## config.mk

```make
export PLATFORM = sky130hd
export DESIGN_NAME = ypbpr_mode_ctrl
export DESIGN_NICKNAME = d
export VERILOG_FILES = /design/src/rtl/ypbpr_mode_ctrl.sv
export SDC_FILE = /design/constraint.sdc
export NUM_CORES = 1
export LEC_CHECK = 0
export BUFFER_PORTS_ARGS = -buffer_cell sky130_fd_sc_hd__buf_2
export CORE_UTILIZATION = 55
export CTS_BUF_LIST = sky130_fd_sc_hd__clkbuf_8
export CTS_CLUSTER_DIAMETER = 60
export DETAILED_ROUTE_END_ITERATION = 10
export GPL_ROUTABILITY_DRIVEN = 0
export GPL_TIMING_DRIVEN = 0
export PLACE_DENSITY = 0.85
export SETUP_SLACK_MARGIN = 0.1
export SYNTH_ARGS = -nofsm -noshare
export SYNTH_HDL_FRONTEND = slang
export SYNTH_SLANG_ARGS = --single-unit
```

## constraint.sdc

```tcl
create_clock -name clk -period 4.8 [get_ports clk]
set_clock_uncertainty 0.1 [all_clocks]
set_input_delay 0.48 -clock clk [delete_from_list [all_inputs] [get_ports clk]]
set_output_delay 0.48 -clock clk [all_outputs]
set_load 0.005 [all_outputs]
```

## src/rtl/ypbpr_mode_ctrl.sv

```systemverilog
// -----------------------------------------------------------------------------
// ypbpr_mode_ctrl
//
// Output-mode controller for the RGB-to-YPbPr converter. It takes a mode
// request from the OSD/config logic and applies it only at a vertical sync
// boundary. After the switch the video stays blanked for a programmable number
// of whole frames, so a display never sees a torn or half-converted frame.
// The block never touches pixel data.
//
// Parameters
//   MUTE_FRAMES   : vsync rising edges the output stays blanked after a switch
//                   (0..15). The power-on mute uses the same count.
//   TO_BITS       : width of the vsync watchdog. A pending switch is forced
//                   when the watchdog reaches all ones.
//   VS_ACTIVE_LOW : 1 = vs_in is active-low and is inverted before edge
//                   detection.
//
// Ports
//   clk          in   video clock
//   reset        in   asynchronous, active-high reset
//   mode_req     in   requested mode, 1 = YPbPr, 0 = RGB (asynchronous to clk)
//   vs_in        in   vertical sync from the timing generator
//   conv_ena     out  converter enable, 1 = YPbPr conversion, 0 = passthrough
//   blank        out  1 forces downstream video to black
//   cs_sel       out  1 selects composite sync on the hsync output
//   mode_active  out  mode currently applied
//   busy         out  1 while a switch is pending or the mute is running
//   dbg_state_o  out  current controller state (STABLE=0, WAIT_VS=1, MUTE=2)
//
// Optional feature, macro YPBPR_MODE_CTRL_SOG_EN:
//   cs_in        in   composite sync
//   sog          out  registered (cs_in & mode_active & ~blank), the
//                     sync-on-green/luma enable for the analog DAC
//
// All outputs are registered; no input reaches an output combinationally.
// -----------------------------------------------------------------------------
module ypbpr_mode_ctrl #(
    parameter int MUTE_FRAMES   = 2,
    parameter int TO_BITS       = 22,
    parameter bit VS_ACTIVE_LOW = 1'b0
) (
    input  logic       clk,
    input  logic       reset,
    input  logic       mode_req,
    input  logic       vs_in,
`ifdef YPBPR_MODE_CTRL_SOG_EN
    input  logic       cs_in,
    output logic       sog,
`endif
    output logic       conv_ena,
    output logic       blank,
    output logic       cs_sel,
    output logic       mode_active,
    output logic       busy,
    output logic [1:0] dbg_state_o
);

    typedef enum logic [1:0] {
        ST_STABLE  = 2'd0,
        ST_WAIT_VS = 2'd1,
        ST_MUTE    = 2'd2
    } state_t;

    localparam logic [3:0] MUTE_INIT = 4'(MUTE_FRAMES);

    // ---------------------------------------------------------------------
    // Registers
    // ---------------------------------------------------------------------
    state_t               state_q, state_d;
    logic                 sync1_q;
    logic                 sync2_q;
    logic                 vs_d_q;
    logic [TO_BITS-1:0]   wd_q, wd_d;
    logic [3:0]           mute_cnt_q, mute_cnt_d;
    logic                 blank_q, blank_d;
    logic                 busy_q, busy_d;
    logic                 mode_active_q, mode_active_d;
    logic                 conv_ena_q, conv_ena_d;
    logic                 cs_sel_q, cs_sel_d;

    // ---------------------------------------------------------------------
    // Derived conditions
    // ---------------------------------------------------------------------
    logic mode_s;
    logic vs_n;
    logic vs_rise;
    logic wd_full;
    logic mismatch;
    logic switch_now;
    logic mute_done;

    assign mode_s   = sync2_q;
    assign vs_n     = VS_ACTIVE_LOW ? ~vs_in : vs_in;
    // vs_d_q always tracks vs_n, so a rise that lands on the WAIT_VS entry
    // edge is already consumed when WAIT_VS starts looking at vs_rise.
    assign vs_rise  = vs_n & ~vs_d_q;
    assign wd_full  = &wd_q;
    assign mismatch = (mode_s != mode_active_q);

    // Withdrawal (no mismatch) wins over a coincident vsync or timeout.
    assign switch_now = (state_q == ST_WAIT_VS) && mismatch && (vs_rise || wd_full);

    // Mute ends either immediately (count already zero) or on the vsync edge
    // that takes the count from 1 to 0.
    assign mute_done  = (state_q == ST_MUTE) &&
                        ((mute_cnt_q == 4'd0) || (vs_rise && (mute_cnt_q == 4'd1)));

    // ---------------------------------------------------------------------
    // Process 1: state and output registers
    // ---------------------------------------------------------------------
    always_ff @(posedge clk or posedge reset) begin
        if (reset) begin
            state_q       <= ST_MUTE;
            sync1_q       <= 1'b0;
            sync2_q       <= 1'b0;
            vs_d_q        <= 1'b0;
            wd_q          <= '0;
            mute_cnt_q    <= MUTE_INIT;
            blank_q       <= 1'b1;
            busy_q        <= 1'b1;
            mode_active_q <= 1'b0;
            conv_ena_q    <= 1'b0;
            cs_sel_q      <= 1'b0;
        end else begin
            state_q       <= state_d;
            sync1_q       <= mode_req;
            sync2_q       <= sync1_q;
            vs_d_q        <= vs_n;
            wd_q          <= wd_d;
            mute_cnt_q    <= mute_cnt_d;
            blank_q       <= blank_d;
            busy_q        <= busy_d;
            mode_active_q <= mode_active_d;
            conv_ena_q    <= conv_ena_d;
            cs_sel_q      <= cs_sel_d;
        end
    end

    // ---------------------------------------------------------------------
    // Process 2: next state, watchdog and mute counter
    // ---------------------------------------------------------------------
    always_comb begin
        state_d    = state_q;
        wd_d       = wd_q;
        mute_cnt_d = mute_cnt_q;

        case (state_q)
            ST_STABLE: begin
                if (mismatch) begin
                    state_d = ST_WAIT_VS;
                    wd_d    = '0;
                end
            end

            ST_WAIT_VS: begin
                // Saturating; cleared again on every WAIT_VS entry.
                if (!wd_full) begin
                    wd_d = wd_q + TO_BITS'(1);
                end
                if (!mismatch) begin
                    state_d = ST_STABLE;
                end else if (vs_rise || wd_full) begin
                    state_d    = ST_MUTE;
                    mute_cnt_d = MUTE_INIT;
                end
            end

            ST_MUTE: begin
                if (mute_cnt_q == 4'd0) begin
                    state_d = ST_STABLE;
                end else if (vs_rise) begin
                    mute_cnt_d = mute_cnt_q - 4'd1;
                    if (mute_cnt_q == 4'd1) begin
                        state_d = ST_STABLE;
                    end
                end
            end

            default: begin
                state_d = ST_STABLE;
            end
        endcase
    end

    // ---------------------------------------------------------------------
    // Process 3: next values of the registered outputs
    // ---------------------------------------------------------------------
    always_comb begin
        blank_d       = blank_q;
        busy_d        = busy_q;
        mode_active_d = mode_active_q;
        conv_ena_d    = conv_ena_q;
        cs_sel_d      = cs_sel_q;

        case (state_q)
            ST_STABLE: begin
                blank_d = 1'b0;
                busy_d  = mismatch;
            end

            ST_WAIT_VS: begin
                if (!mismatch) begin
                    busy_d = 1'b0;
                end else if (switch_now) begin
                    // Converter, sync select and reported mode all change on
                    // the same edge that starts the mute.
                    mode_active_d = mode_s;
                    conv_ena_d    = mode_s;
                    cs_sel_d      = mode_s;
                    blank_d       = 1'b1;
                end
            end

            ST_MUTE: begin
                if (mute_done) begin
                    blank_d = 1'b0;
                    busy_d  = 1'b0;
                end
            end

            default: begin
                blank_d = 1'b1;
                busy_d  = 1'b1;
            end
        endcase
    end

    // ---------------------------------------------------------------------
    // Outputs
    // ---------------------------------------------------------------------
    assign conv_ena    = conv_ena_q;
    assign blank       = blank_q;
    assign cs_sel      = cs_sel_q;
    assign mode_active = mode_active_q;
    assign busy        = busy_q;
    assign dbg_state_o = state_q;

`ifdef YPBPR_MODE_CTRL_SOG_EN
    // Sync-on-green only while YPbPr is applied and the picture is visible.
    logic sog_q;

    always_ff @(posedge clk or posedge reset) begin
        if (reset) begin
            sog_q <= 1'b0;
        end else begin
            sog_q <= cs_in & mode_active_q & ~blank_q;
        end
    end

    assign sog = sog_q;
`else
    // No sync-on-green path in this build.
`endif

endmodule

```

# Yosys cells after proc, flatten, opt, wreduce, memory -nomap -nowiden
# Index checks and enable logic that the tools add are counted.
[word_totals] regBits=34 in_bits=4 out_inout_bits=7 elab_cells=67
[classes] n_addsub=2 n_eq_ne=16 muxes=21 n_bitwise=2 n_reduce_logical=17
[op_table] cell="22-bit 2-to-1 mux" count=2
[op_table] cell="22-bit case mux with 2 select lines" count=1
[op_table] cell="22-bit by 1-bit adder with 22-bit output (second input constant)" count=1
[op_table] cell="22-bit AND reduction" count=1
[op_table] cell="4-bit 2-to-1 mux" count=4
[op_table] cell="2-bit inequality test (second input constant)" count=8
[op_table] cell="2-bit 2-to-1 mux" count=6
[op_table] cell="3-bit AND reduction" count=3
[op_table] cell="4-bit case mux with 2 select lines" count=1
[op_table] cell="3-bit by 2-bit inequality test with 1-bit output (second input constant)" count=2
[op_table] cell="1-bit case mux with 3 select lines" count=2
[op_table] cell="2-bit case mux with 3 select lines" count=1
[op_table] cell="5-bit AND reduction" count=1
[op_table] cell="4-bit by 1-bit == test with 1-bit output (second input constant)" count=1
[op_table] cell="1-bit logical AND" count=4
[op_table] cell="4-bit zero test" count=1
[op_table] cell="1-bit 2-to-1 mux" count=4
[op_table] cell="4-bit AND reduction" count=1
[op_table] cell="2-bit nonzero test" count=2
[op_table] cell="4-bit by 1-bit subtractor with 4-bit output (second input constant)" count=1
[op_table] cell="3-bit by 1-bit inequality test with 1-bit output (second input constant)" count=1
[op_table] cell="2-bit by 1-bit == test with 1-bit output (second input constant)" count=1
[op_table] cell="2-bit == test (second input constant)" count=1
[op_table] cell="2-bit zero test" count=1
[op_table] cell="6 further kinds" count=7

# Longest topological paths before layout
# Gate-level depths: netlist (run 1).
[depth] depth_word=7 ltp_mapped=9

# Least setup slack after synthesis (run 1)
# No wires, ideal clock.
[synth_path] kind="reg-to-reg" start="register state_q[1] (netlist: dbg_state_o[1])" end="register wd_q[5]" setup_time_ns=0.066 t_arrival_ns=2.118 required_time_ns=4.634 setup_slack_ns=2.516 path_stages_with_launch=9 path_buffers=1 synth_period_minus_slack_ns=2.284 cell_sequence="dfstp_2 -> inv_1 -> ha_1 -> buf_6 -> nor2_1 -> a21o_2 -> nor2_2 -> or4_1 -> nand2_1"
[synth_via] elab_chain_cells=3 elab_cells_between_ends=7 cone_classes="3 x eq/ne; 1 x mux; 3 x reduce/logical"
[synth_rtl] item="start: declaration" line="69" text="state_t state_q, state_d;"
[synth_rtl] item="start signal: assignment" line="125" text="state_q <= state_d;"
[synth_rtl] item="2-bit by 1-bit == test with 1-bit output or 2-bit zero test (tied branches)" line="147" text="case (state_q)"
[synth_rtl] item="2-bit inequality test (no source line) or 2-bit nonzero test (tied branches)"
[synth_rtl] item="3-bit AND reduction (no source line)"
[synth_rtl] item="end signal: assignment" line="129" text="wd_q <= wd_d;"
[synth_rtl] item="end: declaration" line="73" text="logic [TO_BITS-1:0] wd_q, wd_d;"
# Several ways; a longest one is shown, not always the timed one.
# A chain may end at the register's enable or synchronous reset.

# Final worst setup path (run 1)
[layout_path] start="register state_q[1] (netlist: dbg_state_o[1])" end="register wd_q[3]"
# Same word-level chain as after synthesis.

==> impl_results.md, run 1 <==
- Outcome: completed
- Diode count: 0
- Hold WC Path Type: in2async
- Area Growth Syn to Fin: 9.41%
- Maximum capacitance violations: 0
- Overflow after GRT: 0
- Worst Setup Start Kind: register
- PD cells: 478 nW/um^2
- Leading cell type in the layout, fill and taps excluded: dfrtp_1
- Pin count of the biggest net entering global routing: 35
- Initial drt markers: 109
- DIE AREA: 4000 sq um
- CTS buffer count: 5
- First-pass DRT Iterations: 4
- Crit path setup slack, layout: 2310 ps
- Cells after Synth: 216
- CTS Sinks: 34
- Leading cell types in the layout, fill and taps excluded: dfrtp_1 (30), nand2_1 (20), a21oi_1 (16), nand3_1 (15)
- Syn. warnings: 0
- Dominant cell type by area after synthesis: dfrtp_1
- Mapped Area: 2060 sq um
- Avg Cell Area, Syn: roughly 9.5 sq um
- FP Rows: 21
- Top cells by area, synth: dfrtp_1 (36%), dfstp_2 (5.1%), ha_1 (4.3%)
- Die Ht: between 60 and 70 microns
- Wire length per cell: 15.5 microns
- Post-synthesis cell type count: 51
- DP Wirelength: 3080 microns
- Layout cell share with drive strength beyond 1: 0.172
- FILL cells: 299
- First-pass GRT wire length: about 7500 microns
- Total wire length: roughly 4300 microns
- DRC: 0
- Final Hold Vio Count: 0
- RSZ-0062 raised after global routing: no
- Number of synthesized flops with an enable pin: 0
- Crit path DAT: 2620 ps
- Cell Chain, Critical Path: inv_1 -> ha_1 -> buf_2 -> nor2_1 -> a21o_2 -> nor2_2 -> or4_1 -> nand2_1
- Final Util: 0.650
- Total GRT Usage: 0.245
- CP top delay family: simple AND/OR/NAND/NOR gates
- Initial antenna violation count: 0
- Period utilization: 0.519
- Post-CTS Hold Fix Bufs: 0
- Leak: 0.981 nW
- Starting Density: 0.594
- Pins Over Slew Limit: 0
- Reg clk slew, reported paths: 70 ps
- Final worst path period need: 2490 ps
- Die W: 63.2 microns
- Post-cts resize count: 0
- #FFs+latches synth: 34
- Via Count: 1,744
- Post-synth ARST share: 1.00
- Post-CTS Setup Repair Bufs: 0
- Dominant synthesized flop cell: dfrtp_1
- Slew @ Worst Pin: ~850 ps
- Port bufs: 10
- Vias in the first global route: 1,636
- Post-Synthesis Net Count: 227
- Setup TNS: 0 ps
- Critical path buffer and inverter count: 2
- Worst Path Max Fanout: 10
- Post-route ant nets: 0
- Yosys top cell area share: 0.364
- Relative slew slack: 0.426
- Ports: 11
- Routed vias/inst: 6.25
- Root buffer cell: clkbuf_8
- H-tree levels: 2
- DP Worst Slack: 2330 ps
- Setup crit end kind: register
- Crit path kind: reg2reg
- Core Footprint: 3470 sq um
- Final net count: 244
- Post-synthesis sequential area ratio: 0.415
- Worst vdd ir: 0.422 mV
- Worst skew pair latency: 290 ps
- CTS tree: yes
- Max incr delay on CP: 550 ps
- Crit-path slowest cell: dfstp_2
- Max clock buf depth: 2
- F_max: 0.402 GHz
- Final setup vio count: 0
- Worst path required time: 4930 ps
## metrics by stage
stage                     area [sq um]  cells  power (mW)  hold WS [ps]
final                             2250    279        1.08           193
after global routing              2250    279        1.16           190
after CTS                         2250    279        1.08           191
after detailed placement          2170    272       0.866           242
after global placement            2170    272       0.856           242
after floorplan                   2060    216       0.733           231
## final timing paths
path | end | cells after the start | slack [ps] | from
max | wd_q[3]$_DFFE_PP0P_ | 8 | 2310 | dbg_state_o[1]$_DFFE_PP1P_
min | wd_q[16]$_DFFE_PP0P_ | 2 | 190 | reset
max reg2reg | wd_q[3]$_DFFE_PP0P_ | 8 | 2310 | dbg_state_o[1]$_DFFE_PP1P_
min reg2reg | mode_s$_DFF_PP0_ | 0 | 250 | sync1_q$_DFF_PP0_
max in group asynchronous | dbg_state_o[0]$_DFFE_PP0P_ | 2 | 3950 | reset
min in group clk | sync1_q$_DFF_PP0_ | 1 | 210 | mode_req
## logic make-up after synthesis
logic type,after synthesis,share of synthesized area
buffers and inverters,16,0.0413
flip-flops,34,0.415
AO/OA/AOI/OAI,61,0.211
multiplexers,1,0.00546
AND/OR/NAND/NOR,87,0.239
XOR/XNOR,10,0.0461
adder cells (fa/ha/maj),7,0.0425
## power by group
group	switching [mW]	internal (mW)	total, mW
registers	0.0394	0.331	0.370
logic	0.322	0.173	0.495
clock network	0.100	0.112	0.212
total	0.462	0.616	1.08
## Yosys cell counts (2+ instances only)
cell type and instances:
and4_1 4, nor2_1 12, ha_1 7, a31oi_1 2, o21ai_0 11, nand4_1 3, dfstp_2 4, or4_1 6
nand2b_1 2, dfrtp_1 30, inv_1 9, xor2_1 8, and2_1 3, o211ai_1 8, nand2_1 20, nand3_1 15
a21oi_1 16, a21o_1 2, o31ai_1 6, o21ai_1 2, buf_2 2, and3_1 4, or3_1 9, buf_6 2
buf_4 2, o2111ai_1 2
## flip-flops by register name, indices dropped and copies added (netlist names)
name	flops
sync1_q	1
blank	1
busy	1
dbg_state_o	2
vs_d_q	1
mode_s	1
cs_sel	1
wd_q	22
mute_cnt_q	4
## routing by layer
layer	vias to the layer above	global-route usage	share of wire
met4	0	0.102	0.016
met5	-	0	0
met1	856	0.326	0.47
met3	6	0.0489	0.043
met2	40	0.390	0.47
li1	842	-	-
## worst register-to-register path, delay by kind of cell, from the launching register on
kind / cells / cell delay, ps
AO/OA/AOI/OAI: 1 / 230
adder cells (fa/ha/maj): 1 / 180
buffers and inverters: 2 / 260
AND/OR/NAND/NOR: 4 / 1120
flip-flops: 1 / 550
## cell type report
type                       count  area [sq um]  area share
buffer                         7          51.3      0.0228
clock buffer                   6          82.6      0.0366
clock inverter                 1          3.75     0.00166
inverter                       9          33.8      0.0150
multi-input combinational    166          1120       0.497
sequential                    34           856       0.380
tap                           46          57.6      0.0255
timing repair buffer          10          50.0      0.0222
(Power assumes the default switching activity.)
==> run 2, diff against run 1 <==
==> constraint.sdc (replaced) <==
create_clock -name clk -period 2.61 [get_ports clk]
set_clock_uncertainty 0.1 [all_clocks]
set_input_delay 0.261 -clock clk [delete_from_list [all_inputs] [get_ports clk]]
set_output_delay 0.261 -clock clk [all_outputs]
set_load 0.005 [all_outputs]
==> run 2 against run 1 <==
  * The run now ends with hold timing left
  * Fmax increased by 6.2%
  * Clock power grew 83%
  * Combinational power rose by 86%
  * Critical path type unchanged
  * Via count up 0.86%
  * Core utilization rose by 0.36 points
  * Wire length up 0.28%
  * Critical path depth did not move
==> impl_results.md, run 2 (synthesized netlist as in run 1, its figures left out) <==
- Outcome: finished, violations left
- Failing checks: hold timing
- Final setup vio count: 0 (unchanged)
- Ports: 11 (unchanged)
- CTS Sinks: 34 (unchanged)
- Final worst path period need: 2340 ps (-145 ps)
- Crit path kind: reg2reg
- Crit path DAT: 2470 ps (-150 ps)
- Worst hold slack: -29.4 ps (-222 ps)
- DR WL met2: 2010 microns (-1.0%)
- H-tree levels: 2 (unchanged)
- Hold WC Path Type: in2async
- Area occupied by multi-input gates: 1120 sq um (+0.22%)
- Starting Density: 0.594 (unchanged)
- CTS buffer count: 5 (unchanged)
- Area Growth Syn to Fin: 10.0%
- FF+latch area: 856 sq um (unchanged)
- PD cells: 878 nW/um^2 (+84%)
- Slew @ Worst Pin: 851 ps (-3.24 ps)
- Routed vias/inst: 6.28 (+0.50%)
- F_max: 0.427 GHz (+6.2%)
- DIE AREA: 4000 sq um (unchanged)
- Die Ht: 63.2 microns (unchanged)
- Overflow after GRT: 0 (unchanged)
- Period utilization: 0.898 (+0.380)
- Worst vdd ir: 0.783 mV (+86%)
- FILL cells: 294 (-1.7%)
- Port bufs: 10 (unchanged)
- Initial antenna violation count: 0 (unchanged)
- Final net count: 245 (+0.41%)
- Worst Path Max Fanout: 10 (unchanged)
- Die W: 63.2 microns (unchanged)
- Relative slew slack: 0.428 (+0.00218)
- Via Count: 1,759 (+0.86%)
- Root buffer cell: clkbuf_8
- CTS tree: yes
- Maximum capacitance violations: 0 (unchanged)
- Biggest register: wd_q
- Max clock buf depth: 2 (unchanged)
- Leading cell types in the layout, fill and taps excluded: dfrtp_1 (30), nand2_1 (20), a21oi_1 (16), nand3_1 (15), buf_2 (12)
- Flip-flop count of the largest register after layout: 22 (unchanged)
- Worst skew pair latency: 290 ps (about the same)
- DP Wirelength: 3080 microns (unchanged)
- Met1 wire length: 2060 microns (+1.5%)
- Total GRT Usage: 0.246 (+0.000775)
- Setup TNS: 0 ps (unchanged)
- Leading cell type in the layout, fill and taps excluded: dfrtp_1
- Setup crit end kind: register
- Crit-path slowest cell: dfstp_2
- Wire length per cell: 15.5 microns (about the same)
- Worst path required time: 2740 ps (-2190 ps)
- Crit-path most repeated cell: nor2_2
- Post-route ant nets: 0 (unchanged)
- RSZ-0062 raised after global routing: no
- Cell Chain, Critical Path: inv_1 -> ha_1 -> buf_2 -> nor2_2 -> a21o_2 -> nor2_2 -> or4_1 -> nand2_1
- Met3 WL: 187 microns (+1.1%)
- Vias in the first global route: 1,648 (+0.73%)
- DRC: 0 (unchanged)
- Initial drt markers: 105 (-3.7%)
- First-pass GRT wire length: 7540 microns (+0.36%)
- Pins Over Slew Limit: 0 (unchanged)
- Leak: 0.986 nW (+0.42%)
- Final Hold Vio Count: 30 (+30)
- Total wire length: 4330 microns (+0.28%)
- Pin count of the biggest net entering global routing: 35 (unchanged)
- Worst Setup Start Kind: register
- Reg clk slew, reported paths: 70 ps (about the same)
- Layout cell share with drive strength beyond 1: 0.175 (+0.00354)
- Core Footprint: 3470 sq um (unchanged)
- FP Rows: 21 (unchanged)
- Max incr delay on CP: 550 ps (about the same)
- Max layer used: met4
- First-pass DRT Iterations: 4 (unchanged)
- Diode count: 0 (unchanged)
-- run 2: worst paths after layout --
kind,from,end,slack (ps),depth (start not counted)
max,dbg_state_o[1]$_DFFE_PP1P_,wd_q[3]$_DFFE_PP0P_,270,8
min reg2reg,sync1_q$_DFF_PP0_,mode_s$_DFF_PP0_,250,0
min in group clk,vs_in,vs_d_q$_DFF_PP0_,20,1
max in group asynchronous,reset,dbg_state_o[0]$_DFFE_PP0P_,1980,2
min,reset,wd_q[13]$_DFFE_PP0P_,-30,2
max reg2reg,dbg_state_o[1]$_DFFE_PP1P_,wd_q[3]$_DFFE_PP0P_,270,8
-- run 2: layer usage --
layer	vias up	global-route usage
met5	-	0
met4	0	0.102
met3	6	0.0489
met2	44	0.392
met1	870	0.326
li1	839	-
-- run 2: power by group --
group	internal, mW	switching, mW	total [mW]
clock network	0.205	0.183	0.388
logic	0.322	0.598	0.920
registers	0.609	0.0729	0.682
-- run 2: cell type report --
class	instances	share of cell area
Sequential cell	34	0.377
Multi-Input combinational cell	166	0.495
Clock buffer	6	0.0364
Clock inverter	1	0.00166
Tap cell	46	0.0254
Inverter	9	0.0149
Timing Repair Buffer	11	0.0265
Buffer	7	0.0226
-- run 2: metrics by stage --
stage          std cells  area [sq um]   util  setup WS (ps)  total power [mW]
2_1_floorplan        216          2060      -            326              1.35
3_3_place_gp         272          2170  0.625            160              1.57
3_5_place_dp         272          2170  0.625            137              1.59
4_1_cts              280          2260  0.653            120              1.99
5_1_grt              280          2270  0.654            126              2.13
6_report             280          2270  0.654            266              1.99
-- run 2: timing repair --
action                                  4_1_cts  5_1_grt
buffers inserted                              0        0
hold endpoints to repair                      1        0
gates resized for setup                       0        1
hold buffers                                  1        0
endpoints found under the setup margin        0       12
-- run 2: critical path, delay by kind of cell, from the launching register on --
family | cells | cell delay (ps)
AND/OR/NAND/NOR | 4 | 990
adder cells (fa/ha/maj) | 1 | 180
AO/OA/AOI/OAI | 1 | 210
buffers and inverters | 2 | 260
flip-flops | 1 | 550
==> run 3, diff against run 2 <==
--- a/config.mk
+++ b/config.mk
@@ -6,13 +6,13 @@
 export NUM_CORES = 1
 export LEC_CHECK = 0
 export BUFFER_PORTS_ARGS = -buffer_cell sky130_fd_sc_hd__buf_2
-export CORE_UTILIZATION = 55
+export CORE_UTILIZATION = 50
 export CTS_BUF_LIST = sky130_fd_sc_hd__clkbuf_8
 export CTS_CLUSTER_DIAMETER = 60
 export DETAILED_ROUTE_END_ITERATION = 10
 export GPL_ROUTABILITY_DRIVEN = 0
 export GPL_TIMING_DRIVEN = 0
-export PLACE_DENSITY = 0.85
+export PLACE_DENSITY = 0.82
 export SETUP_SLACK_MARGIN = 0.1
 export SYNTH_ARGS = -nofsm -noshare
 export SYNTH_HDL_FRONTEND = slang
==> constraint.sdc (replaced) <==
create_clock -name clk -period 2 [get_ports clk]
set_clock_uncertainty 0.1 [all_clocks]
set_input_delay 0.2 -clock clk [delete_from_list [all_inputs] [get_ports clk]]
set_output_delay 0.2 -clock clk [all_outputs]
set_load 0.005 [all_outputs]
==> run 3 against run 2 <==
  * The run ends with setup timing left
  * Worst setup slack worse by 480 ps
  * Clock-buffer cell count unchanged
  * Global-route usage up 3.8 points
  * Critical path type unchanged
  * Largest power group unchanged
==> impl_results.md, run 3 (synthesized netlist as in run 1, its figures left out) <==
- Area Growth Syn to Fin: 43.6%
- Final worst path period need: 2210 ps (-130 ps)
- CTS buffer count: 5 (unchanged)
- Final Hold Vio Count: 0 (-100%)
- Setup TNS: -2500 ps (-2500 ps)
- Slew @ Worst Pin: 721 ps (-130 ps)
- First-pass GRT wire length: 8970 microns (+19%)
- Ports: 11 (unchanged)
- Period utilization: 1.11 (+0.209)
- Worst path required time: 2090 ps (-650 ps)
- Root buffer cell: clkbuf_8
- Crit path setup slack, layout: -215 ps (-480 ps)
- Hold WC Path Type: reg2reg
- Wire length per cell: 24.1 microns (+56%)
- Leading cell type in the layout, fill and taps excluded: buf_4
- Final setup vio count: 22 (+22)
- Layout cell share with drive strength beyond 1: 0.465 (+0.290)
- GRT met3 Usage: 0.0759 (+0.0269)
- RSZ-0062 raised after global routing: yes
- Leak: 1.22 nW (+24%)
- FP Rows: 22 (+4.8%)
- Max incr delay on CP: 570 ps (+20 ps)
- Initial antenna violation count: 0 (unchanged)
- Overflow after GRT: 0 (unchanged)
- Post-route cell area: 2960 sq um (+31%)
- Total power: 4.06 mW (+100%)
- DP Worst Slack: -192 ps (-329 ps)
- F_max: 0.452 GHz (+5.9%)
- Worst vdd ir: 0.719 mV (-8.1%)
- Port bufs: 10 (unchanged)
- Setup crit end kind: register
- DIE AREA: 4380 sq um (+9.7%)
- H-tree levels: 2 (unchanged)
- Core Footprint: 3800 sq um (+9.5%)
- Relative slew slack: 0.519 (+0.0907)
- Total wire length: 7690 microns (+78%)
- Maximum capacitance violations: 0 (unchanged)
- Placed Area: 2230 sq um (+3.1%)
- FILL cells: 214 (-27%)
- Diode count: 0 (unchanged)
- CTS tree: yes
- DRC: 0 (unchanged)
- Max clock buf depth: 2 (unchanged)
- Crit-path slowest cell: dfstp_2
- Starting Density: 0.542 (-0.0517)
- Crit path kind: reg2reg
- Crit path DAT: 2300 ps (-170 ps)
- CTS Sinks: 34 (unchanged)
- Worst skew pair latency: 300 ps (about the same)
- Outcome: finished, violations left
- Biggest register: wd_q
- Pin count of the biggest net entering global routing: 35 (unchanged)
- Leading cell types in the layout, fill and taps excluded: buf_4 (29), dfrtp_1 (26), nand2_1 (18), nand3_1 (12), a21oi_1 (11)
- Cell Chain, Critical Path: inv_4 -> ha_4 -> buf_8 -> a21oi_4 -> o211ai_1 -> buf_4 -> o211ai_1 -> nand2_1
- Flip-flop count of the largest register after layout: 22 (unchanged)
- Pins Over Slew Limit: 0 (unchanged)
- Routed vias/inst: 6.95 (+11%)
- Total GRT Usage: 0.284 (+0.0382)
- Vias in the first global route: 1,897 (+15%)
- Reg clk slew, reported paths: 80 ps (about the same)
- Initial drt markers: 364 (+250%)
- Via Count: 2,218 (+26%)
- First-pass DRT Iterations: 5 (+1)
- PD cells: 1370 nW/um^2 (+56%)
- Die Ht: 66.2 microns (+4.7%)
- Die W: 66.2 microns (+4.7%)
- Worst Setup Start Kind: register
- DP Wirelength: 3210 microns (+4.2%)
- GR Util met2: 0.454 (+0.0616)
- Failing checks: setup timing
- Post-route ant nets: 0 (unchanged)
- Final net count: 281 (+15%)
- Most crowded layer after global routing: met2
- Worst Path Max Fanout: 8 (-2)
- Met1 usage: 0.323 (-0.00231)
- Crit-path most repeated cell: o211ai_1
[run 3: per-layer routing]
metal  routed length [microns]  vias to the layer above
met5                         0                        -
met2                      3730                      187
met1                      2850                     1081
met4                       377                        0
li1                          -                      908
met3                       731                       42
[run 3: per-stage QoR]
stage | hold slack [ps] | cells | utilization
3_5_place_dp | 218 | 274 | 0.588
5_1_grt | 261 | 319 | 0.779
4_1_cts | 201 | 304 | 0.694
3_3_place_gp | 209 | 274 | 0.588
6_report | 256 | 319 | 0.779
2_1_floorplan | 131 | 216 | -
[run 3: power by group]
| part | total (mW) | internal [mW] | switching, mW | leakage [nW] |
|---|---|---|---|---|
| registers | 0.907 | 0.798 | 0.108 | 0.443 |
| logic | 2.48 | 1.16 | 1.32 | 0.719 |
| clock network | 0.667 | 0.401 | 0.266 | 0.0626 |
| total | 4.06 | 2.36 | 1.70 | 1.22 |
[run 3: layout make-up]
cell class / instances / area [sq um] / area share
well taps: 48 / 60.1 / 0.0203
inverters: 9 / 36.3 / 0.0123
flip-flops and latches: 34 / 861 / 0.291
multi-input cells: 166 / 1430 / 0.484
clock inverters: 2 / 33.8 / 0.0114
repair buffers: 47 / 365 / 0.123
plain buffers: 7 / 88.8 / 0.0300
clock buffers: 6 / 82.6 / 0.0279
[run 3: critical path, delay by kind of cell (launching register included)]
kind / cells / cell delay, ps
AND/OR/NAND/NOR: 1 / 80
AO/OA/AOI/OAI: 3 / 770
flip-flops: 1 / 570
adder cells (fa/ha/maj): 1 / 150
buffers and inverters: 3 / 440
[run 3: worst paths after layout]
path | slack [ps] | cells after the start | endpoint | start
hold reg to reg | 260 | 0 | mode_s$_DFF_PP0_ | sync1_q$_DFF_PP0_
max in group asynchronous | 820 | 3 | wd_q[2]$_DFFE_PP0P_ | reset
hold / removal | 260 | 0 | mode_s$_DFF_PP0_ | sync1_q$_DFF_PP0_
setup / recovery | -210 | 8 | wd_q[11]$_DFFE_PP0P_ | dbg_state_o[1]$_DFFE_PP1P_
setup reg to reg | -210 | 8 | wd_q[11]$_DFFE_PP0P_ | dbg_state_o[1]$_DFFE_PP1P_
min in group asynchronous | 470 | 3 | wd_q[7]$_DFFE_PP0P_ | reset
[run 3: timing repair]
action / in CTS / in global routing
pin swaps: 19 / 21
gates resized for setup: 24 / 49
setup buffers: 19 / 14
endpoints found under the setup margin: 27 / 27
cloned: 1 / 0
endpoints found under the hold margin: 2 / 30
hold buffers: 2 / 1
